<file path="src/rtl/proc_run_ctrl.sv">
// -----------------------------------------------------------------------------
// proc_run_ctrl
//   Sequences a single-cycle processor core through one program run. It holds
//   the core in reset while presenting the entry PC, releases it, and watches
//   currentpc until it reaches the stop address. At that point it captures
//   MemtoRegOut, compares it against the expected value and raises pass/fail.
//   A watchdog ends runs that never reach the stop address.
//
// Ports
//   CLK          in   1      clock, rising edge
//   reset        in   1      synchronous, active-high
//   start        in   1      request a new run (ignored while busy)
//   start_pc     in   WIDTH  program entry address, latched on accepted start
//   stop_pc      in   WIDTH  stop address, latched on accepted start
//   expected     in   WIDTH  expected MemtoRegOut, latched on accepted start
//   currentpc    in   WIDTH  core program counter
//   memtoreg     in   WIDTH  core MemtoRegOut
//   cpu_resetl   out  1      active-low reset to the core
//   cpu_startpc  out  WIDTH  entry address to the core
//   busy         out  1      run in progress (hold or run phase)
//   done         out  1      run finished (stop hit or watchdog), held
//   pass         out  1      captured result matched expected
//   timeout      out  1      watchdog expired
//   cycles       out  CNT_W  run cycles elapsed, including the final one
//   result       out  WIDTH  captured memtoreg
// -----------------------------------------------------------------------------
`timescale 1ns/1ps

module proc_run_ctrl #(
  parameter int unsigned WIDTH       = 64,
  parameter int unsigned HOLD_CYCLES = 2,
  parameter int unsigned WDOG_LIMIT  = 255,
  parameter int unsigned CNT_W       = 16
) (
  input  logic             CLK,
  input  logic             reset,
  input  logic             start,
  input  logic [WIDTH-1:0] start_pc,
  input  logic [WIDTH-1:0] stop_pc,
  input  logic [WIDTH-1:0] expected,
  input  logic [WIDTH-1:0] currentpc,
  input  logic [WIDTH-1:0] memtoreg,
  output logic             cpu_resetl,
  output logic [WIDTH-1:0] cpu_startpc,
  output logic             busy,
  output logic             done,
  output logic             pass,
  output logic             timeout,
  output logic [CNT_W-1:0] cycles,
  output logic [WIDTH-1:0] result
);

  localparam int unsigned HOLD_W = (HOLD_CYCLES > 1) ? $clog2(HOLD_CYCLES) : 1;
  // Hold counter value seen on the edge that releases the core.
  localparam logic [HOLD_W-1:0] HOLD_LAST = HOLD_W'(HOLD_CYCLES - 1);
  localparam logic [HOLD_W-1:0] HOLD_ONE  = HOLD_W'(1'b1);
  localparam logic [CNT_W-1:0]  WDOG_LAST = CNT_W'(WDOG_LIMIT);
  localparam logic [CNT_W-1:0]  CNT_ONE   = CNT_W'(1'b1);

  typedef enum logic [2:0] {
    ST_IDLE    = 3'd0,
    ST_HOLD    = 3'd1,
    ST_RUN     = 3'd2,
    ST_DONE    = 3'd3,
    ST_TIMEOUT = 3'd4
  } state_t;

  state_t             state_r,       state_s;
  logic [HOLD_W-1:0]  hold_cnt_r,    hold_cnt_s;
  logic [WIDTH-1:0]   stop_q_r,      stop_q_s;
  logic [WIDTH-1:0]   expected_q_r,  expected_q_s;
  logic [WIDTH-1:0]   startpc_r,     startpc_s;
  logic               cpu_resetl_r,  cpu_resetl_s;
  logic               busy_r,        busy_s;
  logic               done_r,        done_s;
  logic               pass_r,        pass_s;
  logic               timeout_r,     timeout_s;
  logic [CNT_W-1:0]   cycles_r,      cycles_s;
  logic [WIDTH-1:0]   result_r,      result_s;
  logic [CNT_W-1:0]   cycles_inc_s;

  // Next-state and next-output decode; every register holds unless changed.
  always_comb begin
    state_s      = state_r;
    hold_cnt_s   = hold_cnt_r;
    stop_q_s     = stop_q_r;
    expected_q_s = expected_q_r;
    startpc_s    = startpc_r;
    cpu_resetl_s = cpu_resetl_r;
    busy_s       = busy_r;
    done_s       = done_r;
    pass_s       = pass_r;
    timeout_s    = timeout_r;
    cycles_s     = cycles_r;
    result_s     = result_r;
    cycles_inc_s = cycles_r + CNT_ONE;

    case (state_r)
      ST_IDLE, ST_DONE, ST_TIMEOUT: begin
        cpu_resetl_s = 1'b0;
        if (start) begin
          startpc_s    = start_pc;
          stop_q_s     = stop_pc;
          expected_q_s = expected;
          done_s       = 1'b0;
          pass_s       = 1'b0;
          timeout_s    = 1'b0;
          result_s     = {WIDTH{1'b0}};
          cycles_s     = {CNT_W{1'b0}};
          hold_cnt_s   = {HOLD_W{1'b0}};
          busy_s       = 1'b1;
          state_s      = ST_HOLD;
        end else begin
          state_s = state_r;
        end
      end

      ST_HOLD: begin
        // Core stays in reset for HOLD_CYCLES edges after the start edge.
        if (hold_cnt_r == HOLD_LAST) begin
          cpu_resetl_s = 1'b1;
          hold_cnt_s   = {HOLD_W{1'b0}};
          state_s      = ST_RUN;
        end else begin
          cpu_resetl_s = 1'b0;
          hold_cnt_s   = hold_cnt_r + HOLD_ONE;
        end
      end

      ST_RUN: begin
        cycles_s = cycles_inc_s;
        // Stop match is checked first so it wins over the watchdog.
        if (currentpc >= stop_q_r) begin
          result_s     = memtoreg;
          pass_s       = (memtoreg == expected_q_r);
          done_s       = 1'b1;
          busy_s       = 1'b0;
          cpu_resetl_s = 1'b0;
          state_s      = ST_DONE;
        end else if (cycles_inc_s == WDOG_LAST) begin
          timeout_s    = 1'b1;
          done_s       = 1'b1;
          pass_s       = 1'b0;
          busy_s       = 1'b0;
          cpu_resetl_s = 1'b0;
          state_s      = ST_TIMEOUT;
        end else begin
          state_s = ST_RUN;
        end
      end

      default: begin
        // Unreachable encoding: park the core in reset and go idle.
        cpu_resetl_s = 1'b0;
        busy_s       = 1'b0;
        state_s      = ST_IDLE;
      end
    endcase
  end

  // State and output registers with synchronous reset.
  always_ff @(posedge CLK) begin
    if (reset) begin
      state_r      <= ST_IDLE;
      hold_cnt_r   <= {HOLD_W{1'b0}};
      stop_q_r     <= {WIDTH{1'b0}};
      expected_q_r <= {WIDTH{1'b0}};
      startpc_r    <= {WIDTH{1'b0}};
      cpu_resetl_r <= 1'b0;
      busy_r       <= 1'b0;
      done_r       <= 1'b0;
      pass_r       <= 1'b0;
      timeout_r    <= 1'b0;
      cycles_r     <= {CNT_W{1'b0}};
      result_r     <= {WIDTH{1'b0}};
    end else begin
      state_r      <= state_s;
      hold_cnt_r   <= hold_cnt_s;
      stop_q_r     <= stop_q_s;
      expected_q_r <= expected_q_s;
      startpc_r    <= startpc_s;
      cpu_resetl_r <= cpu_resetl_s;
      busy_r       <= busy_s;
      done_r       <= done_s;
      pass_r       <= pass_s;
      timeout_r    <= timeout_s;
      cycles_r     <= cycles_s;
      result_r     <= result_s;
    end
  end

  assign cpu_resetl  = cpu_resetl_r;
  assign cpu_startpc = startpc_r;
  assign busy        = busy_r;
  assign done        = done_r;
  assign pass        = pass_r;
  assign timeout     = timeout_r;
  assign cycles      = cycles_r;
  assign result      = result_r;

endmodule

</file>
<file path="config.mk">
export PLATFORM = sky130hd
export DESIGN_NAME = proc_run_ctrl
export DESIGN_NICKNAME = d
export VERILOG_FILES = /design/src/rtl/proc_run_ctrl.sv
export SDC_FILE = /design/constraint.sdc
export NUM_CORES = 1
export LEC_CHECK = 0
export CAP_MARGIN = 30
export CORE_AREA = 2 2 182 184
export CTS_BUF_LIST = sky130_fd_sc_hd__clkbuf_8
export CTS_CLUSTER_DIAMETER = 120
export DETAILED_ROUTE_END_ITERATION = 10
export DIE_AREA = 0 0 184 186
export GPL_ROUTABILITY_DRIVEN = 0
export PLACE_DENSITY = 0.81
export SLEW_MARGIN = 40
export SYNTH_ARGS = -nofsm -noshare
export SYNTH_HDL_FRONTEND = slang
export SYNTH_SLANG_ARGS = --single-unit
</file>
<file path="constraint.sdc">
create_clock -name CLK -period 3.1 [get_ports CLK]
set_input_delay 0.93 -clock CLK [delete_from_list [all_inputs] [get_ports CLK]]
set_output_delay 0.93 -clock CLK [all_outputs]
set_load 0.05 [all_outputs]
</file>
# Word level (Yosys, flattened, before mapping)
# Cells that the tools add are included.
[op_classes] add_sub_neg=2 order_cmp=1 eq_ne=12 n_mux=26 n_bitwise=1 reduce_logical=12
[op_table] op="64-bit 2-to-1 mux" n=2
[op_table] op="64-bit case mux with 2 select lines" n=1
[op_table] op="64-bit == test" n=1
[op_table] op="64-bit greater-or-equal comparator" n=1
[op_table] op="16-bit case mux with 2 select lines" n=1
[op_table] op="16-bit by 1-bit adder with 16-bit output (second input constant)" n=1
[op_table] op="16-bit by 8-bit == test with 1-bit output (second input constant)" n=1
[op_table] op="16-bit 2-to-1 mux" n=1
[op_table] op="3-bit 2-to-1 mux" n=4
[op_table] op="1-bit 2-to-1 mux" n=10
[op_table] op="2-bit != test (second input constant)" n=5
[op_table] op="1-bit case mux with 2 select lines" n=5
[op_table] op="3-bit case mux with 3 select lines" n=1
[op_table] op="3-bit AND reduction" n=3
[op_table] op="2-bit AND reduction" n=4
[op_table] op="3-bit by 2-bit == test with 1-bit output (second input constant)" n=2
[op_table] op="4-bit AND reduction" n=1
[op_table] op="2-bit nonzero test" n=2
[op_table] op="3-bit by 1-bit == test with 1-bit output (second input constant)" n=1
[op_table] op="3-bit == test (second input constant)" n=1
[op_table] op="3-bit logical NOT" n=1
[op_table] op="3-bit != test (second input constant)" n=1
[op_table] op="1-bit case mux with 3 select lines" n=1
[op_table] op="3-bit OR reduction" n=1
[op_table] op="2 further kinds" n=2
[word_totals] ff_bits=281 input_bits=323

# Logic depth before layout (Yosys ltp)
# Gate-level depths: netlist of the first run.
[depth] depth_word=5 ltp_mapped=10

# Worst setup path before layout of the first run
# No wires, ideal clock.
[synth_path] path_type="input port to flip-flop" startpoint="in currentpc[0]" endpoint="reg result_r[10], in the netlist result[10]" setup_ns=0.061 t_arrival_ns=3.170 path_slack_ns=-0.131 cell_stages=10 n_path_buf=1 path_cell_list="inv_1 ha_1 nand2b_1 a2111oi_2 o311ai_1 a2111o_1 a31o_2 o21ai_4 buf_8 a32o_1"
[synth_between] elab_chain_len=3
[synth_lines] element="from (decl)" line_no="41" rtl="input logic [WIDTH-1:0] currentpc,"
[synth_lines] element="64-bit greater-or-equal comparator" line_no="133" rtl="if (currentpc >= stop_q_r) begin"
[synth_lines] element="2-bit != test (no source line)"
[synth_lines] element="3-bit AND reduction (no source line)"
[synth_lines] element="to (signal assigned)" line_no="175" rtl="result_r <= {WIDTH{1'b0}};"
[synth_lines] element="to (signal assigned)" line_no="188" rtl="result_r <= result_s;"
[synth_lines] element="to (decl)" line_no="79" rtl="logic [WIDTH-1:0] result_r, result_s;"
# No other way between the ends.
# A chain may end at the register's enable or synchronous reset.

# Worst setup path after layout of the first run
[layout_path] startpoint="in currentpc[54]" endpoint="reg result_r[36], in the netlist result[36]"
# The elaborated chain is that of the path after synthesis.

==> results of run 1 <==
[routing by layer]
layer / GRT usage / vias to the layer above
met1: 0.2819 / 5851
met3: 0.06300 / 130
li1: - / 6047
met4: 0.1232 / 4
met2: 0.4048 / 506
met5: 0 / -
[worst max-delay path, cell delays in order]
cell             delay [ns]
clkdlybuf4s50_1        0.40
ha_1                   0.30
nand4_1                0.24
nor3_4                 0.21
nand4_1                0.18
o211ai_1               0.25
buf_4                  0.18
buf_4                  0.12
a31oi_4                0.04
a21oi_4                0.24
buf_12                 0.24
a32o_1                 0.19
[logic make-up (layout without fill, tap and decap cells)]
group,Yosys count,in the layout,share of synthesized area
buffers and inverters,163,678,0.05551
AOI/OAI and AO/OA,363,363,0.1853
adders and majority gates,66,66,0.06709
and+or+nand+nor,540,540,0.1834
muxes,2,2,0.001830
other,0,2,0
DFF,281,281,0.4571
xor gates and xnor gates,70,70,0.04981
[state kept, by name (all words and copies together), names as in the netlist]
register      flops
busy              1
cpu_resetl        1
cpu_startpc      64
cycles           16
done              1
expected_q_r     64
hold_cnt_r        1
pass              1
result           64
state_r           3
stop_q_r         64
timeout           1
[worst paths after layout]
kind | cells past startpoint | end | from | slack [ns]
worst max-delay path | 12 | result[36]$_SDFFE_PP0P_ | currentpc[54] | 0.06
worst min-delay path | 2 | stop_q_r[12]$_SDFFE_PP0P_ | stop_q_r[12]$_SDFFE_PP0P_ | 0.45
worst max register to register | 8 | pass$_SDFFE_PP0P_ | cycles[0]$_SDFFE_PP0P_ | 0.29
worst min register to register | 2 | stop_q_r[12]$_SDFFE_PP0P_ | stop_q_r[12]$_SDFFE_PP0P_ | 0.45
[report_power, final]
part / switching, mW / internal [mW] / total, mW / leakage, nW
Clock: 1.52 / 1.86 / 3.37 / 0.568
Combinational: 1.04 / 0.882 / 1.93 / 4.17
Sequential: 0.123 / 3.81 / 3.94 / 2.29
Total: 2.68 / 6.55 / 9.24 / 7.03
[synth_stat cells (11+ instances only)]
master	n
nor3_1	12
a21oi_1	232
nor2_1	34
nor4_1	11
clkbuf_1	83
nand4_1	30
nand3_1	15
ha_1	66
o21ai_0	24
xnor2_1	60
nand2_1	417
dfxtp_1	281
a32o_1	64
inv_1	69
[final cells by class]
class,instances,area (sq um)
multi-input combinational,1041,6197
sequential,281,5625
antenna,2,5.005
inverter,69,259.0
tap,408,510.5
timing repair buffer,523,5324
clock inverter,25,148.9
fill,2738,13300
clock buffer,61,839.6
[repair_timing]
action,4_1_cts,5_1_grt
resized for setup,16,15
gates cloned,5,0
setup endpoints to repair,64,64
pin swaps,11,10
buffers inserted,4,4
[layout by cell type (no fill, tap or decap), types with 3 or more instances in the layout]
master / n
buf_4: 37
a22oi_1: 3
a21oi_1: 230
inv_1: 83
a21o_1: 4
xor2_1: 10
a311oi_1: 3
buf_12: 8
nor2_1: 32
clkinv_2: 6
a31o_2: 5
nand4_1: 30
ha_1: 60
o21ai_0: 23
dlymetal6s2s_1: 4
o211ai_1: 3
clkdlybuf4s50_1: 463
buf_16: 5
dfxtp_1: 281
o31ai_1: 4
nor2b_1: 3
xnor2_1: 60
nor4_1: 10
nor3_1: 9
nand3_1: 15
dlygate4sd2_1: 3
clkbuf_8: 61
ha_4: 5
a32o_1: 64
nand2_1: 417
[through the flow]
stage / area, sq um / hold WS, ns / power, mW / utilization / std cells
floorplan: 12370 / 0.4363 / 4.997 / - / 1485
global placement: 17590 / 0.4395 / 5.831 / 0.5462 / 2310
detailed placement: 17600 / 0.4466 / 5.885 / 0.5463 / 2310
CTS: 18810 / 0.4547 / 9.313 / 0.5842 / 2405
global route: 18910 / 0.4685 / 9.670 / 0.5871 / 2410
finish: 18910 / 0.4521 / 9.238 / 0.5871 / 2410
==> results.md, run 1 <==
- Status: finished clean
- Final setup vio count: 0
- Root buffer cell: clkbuf_8
- Hold_buf cts: 0
- Clk Latency, worst-skew pair: between 0.5 and 0.6 ns
- Met1 wire length: 16,940 microns
- DR WL met3: 3414 microns
- Synth Register Bits: ~280
- CTS max path bufs: 3
- Clock sink count: about 280
- Synthesized area: roughly 12,000 sq um
- Port buffer count: about 470
- Req. time, crit path: about 3.6 ns
- Antenna Nets Post-Route: 0
- Final Hold Viols: 0
- Largest net degree at the start of global routing: about 130
- Worst hold path class: reg -> reg
- Fmax: 328.8 MHz
- Ratio of cells with drive above 1 in the final layout: 0.08100
- Startpoint Class: input pin
- DPL Wire Length: around 31,000 microns
- Synth top area cells: dfxtp_1 (46%), nand2_1 (13%), a21oi_1 (9.4%)
- Critical path type: in -> reg
- Data arrival, critical path: between 3 and 4 ns
- Die W: about 180 microns
- DR pass1 iterations: 6
- Ys flop type: dfxtp_1
- Fraction of registers with async set/reset: 0
- Average size of a mapped cell: between 8 and 9 sq um
- Place WS: -0.6507 ns
- Initial Utilization: 0.3822
- Core ar.: around 32,000 sq um
- Worst-path fanout max: 35
- CTS tree: built
- Max cap viols: 0
- Drc violations: 0
- Worst setup margin: approximately 0.059 ns
- Total global routing overflow: 0
- Post-route minimum period: 3.041 ns
- Met2 wire length: ~21,000 microns
- Sequential-to-total area share from yosys stat: 0.4570
- Cell variety after synth: 54
- Vias in the first global route: around 13,000
- Layout area overhead: 53.63%
- Fin nets: roughly 2,400
- DR vias: approximately 13,000
- Routed wire length per instance: 17.91 microns
- Syn_nets: between 1,500 and 2,000
- Power Density: about 490 nW/um^2
- Drt first-iter violations: 700
- First-pass GRT wire length: 64,990 microns
- Drt via density: around 5.2
- Reg clk slew, reported paths: 0.06 ns
- Top layer used by detailed routing: met5
- Count of final max-slew check failures: 0
- Mapped Cells: about 1,500
- H-Tree Depth: 2
- Crit share post-route: 0.9810
- EDFF count, synth: 0
- Slew @ Worst Pin: 0.7221 ns
- Clock Skews: roughly 0.032 ns
- Setup TNS: 0 ns
- Io pins: approximately 470
- # rows: 66
- Die H: 186 microns
- Die area: approximately 34,000 sq um
- Slew HR: 0.5186
- Antenna violations before repair: 4
- CP endpoint kind: flip-flop
- Num CTS Buffers: 47
- Total global routing track utilization: 0.2402
- Top-area cell type share of the netlist area: 0.4570
- P_leak: approximately 7.0 nW
- Total wire length: 43,170 microns
- Cell taking the most area after synthesis: dfxtp_1
- Peak supply drop: 0.3776 mV
- Syn. warnings: 0
No activity file was read; power rests on OpenSTA's default activity.
==> inputs of run 2 (changes only) <==
CAP_MARGIN = unset   (was 30)
TNS_END_PERCENT = 100   (was unset)
==> results of run 2 <==
Final layout, timing and power as in run 1 (identical DEF).
==> edit (settings of run 1) <==
Register the output `cycles` once more, cleared by the reset; this adds one clock of latency there. The other outputs are not delayed to match. Comments in the files are not updated.
--- a/src/rtl/proc_run_ctrl.sv
+++ b/src/rtl/proc_run_ctrl.sv
@@ -197,3 +197,9 @@
   assign timeout     = timeout_r;
-  assign cycles      = cycles_r;
+  always_ff @(posedge CLK) begin
+    if (reset) begin
+      cycles <= '0;
+    end else begin
+      cycles <= cycles_r;
+    end
+  end
   assign result      = result_r;
Behaviour: not the same (a bounded check fails within 10 cycles, from zero or initial values and one cycle with reset high).
==> edit against run 1 <==
Area after synthesis is 9.5% higher; synthesized cell count is 11% higher; design area is 7.2% higher; sequential cell count is 16 higher; largest cell class unchanged; critical path depth stayed put; power is 8.5% higher; worst setup slack worse by 4.4 ps; highest routed layer is now met4; routed wire length is 9.8% higher; critical path type unchanged.
==> edit: results (changes against run 1) <==
outcome: "finished, final reports clean"
synth_area_leaders: "dfxtp_1, nand2_1, a21oi_1"
hpwl_um: 33600  # +8.7%
irDropWorstVdd_mv: 0.403  # +6.6%
clock_latency_ps: 600  # +30 ps
numCtsBuffers: 51  # +8.5%
met3_usage: 0.0826  # +0.0196
synth_top_area_frac: 0.441  # -0.0157
port_buffers: 471  # unchanged
synth.net_count: 2037  # +8.7%
r2r-end: "result[28]"
dr.first_iter.drc_count: 778  # +11%
grt_pass1_wl_um: 69500  # +6.9%
skew_ps: 36.0  # +3.98 ps
fin_cells: 2577  # +6.9%
path_clk_slew_ps: 60  # about the same
ff2ff_setup_slack_ps: 230  # -60 ps
drive_gt1_frac: 0.0796  # -0.00141
arrival_ps: 3560  # +20 ps
path_delay_family: "compound AO/OA/AOI/OAI gates"
cts_resized: 2  # -14
dp_slack_ps: -713  # -62.3 ps
grt_pass1_vias: 13501  # +8.0%
clockBufferDepth: 3  # unchanged
grtUsageTotal: 0.258  # +0.0177
use_met1: 0.271  # -0.0111
fillCellCount: 2593  # -5.3%
yosysSeqAreaShare: 0.441  # -0.0157
rr_worst_depth: 11  # +3
syn_area_per_cell_sq_um: 8.17  # -1.4%
synth_commonest_cells: "nand2_1, dfxtp_1, a21oi_1"
num-nets-final: 2511  # +6.8%
crit_path_top_delay_cell: "clkdlybuf4s50_1"
overflow: 0  # unchanged
min_path_cells: 2  # unchanged
holdWs_ps: 454  # +1.61 ps
ys_warn_count: 0  # unchanged
antenna_found_initial: 8  # +4
post-cts-setup-buffer-count: 1  # -3
worstHoldStart: "stop_q_r[18]"
cts_root_buf: "clkbuf_8"
viasPerCell: 5.19  # -0.21%
htree_levels: 2  # unchanged
synth.distinct_cells: 61  # +13%
r2r_start: "stop_q_r[6]"
wire_per_inst_um: 18.4  # +2.6%
slew_headroom: 0.497  # -0.0215
async_reset_ff_frac: 0  # unchanged
hold_path.class: "register to register"
grt_max_degree: 146  # +11%
min_to: "stop_q_r[18]"
path_max_fanout: 6  # -83%
dr.pass1.iters: 5  # -1
leakage_nw: 7.82  # +11%
gr-usage-met2: 0.442  # +0.0376
ys.flop_type: "dfxtp_1"
-- edit: kinds of logic after synthesis --
logic type,after synthesis,share of synthesized area
adders and majority gates,66,0.0613
xor gates and xnor gates,67,0.0436
AOI/OAI and AO/OA,297,0.124
DFF,297,0.441
buffers and inverters,172,0.0564
muxes,65,0.0484
and+or+nand+nor,684,0.225
-- edit: cell type report --
type                    instances  area share
multi-input cells            1179       0.347
flip-flops and latches        297       0.293
repair buffers                523       0.266
clock buffers                  65      0.0441
well taps                     408      0.0252
inverters                      70      0.0130
clock inverters                27      0.0104
diodes                          8    0.000987
-- edit: power breakdown --
group	internal [W]	switching (W)
logic	0.000928	0.00114
clock network	0.00214	0.00166
registers	0.00403	0.000127
total	0.00710	0.00293
-- edit: worst max path at each step --
stage	slack (ps)	to	startpoint
6_report	50	result[28]	currentpc[38]
2_1_floorplan	20	result[10]	currentpc[15]
3_3_place_gp	-620	result[6]	currentpc[10]
5_1_grt	-10	result[28]	currentpc[56]
3_5_place_dp	-710	result[7]	currentpc[59]
4_1_cts	-0.3	result[7]	currentpc[59]
-- edit: routing by layer --
| metal | vias to the layer above | wire length (um) | part of all wire |
|---|---|---|---|
| met1 | 6253 | 17000 | 0.36 |
| met3 | 158 | 4480 | 0.095 |
| met4 | 0 | 2980 | 0.063 |
| li1 | 6411 | - | - |
| met2 | 557 | 23000 | 0.48 |
| met5 | - | 0 | 0 |
-- edit: per-stage QoR --
stage	total power, W	setup TNS, ps	instance area, sq um	utilization
after global routing	0.0105	-47.3	20300	0.630
final	0.0100	0	20300	0.630
after global placement	0.00617	-40600	18700	0.581
after CTS	0.0100	-0.252	19800	0.616
after floorplan	0.00526	0	13500	-
after detailed placement	0.00622	-45450	18700	0.581
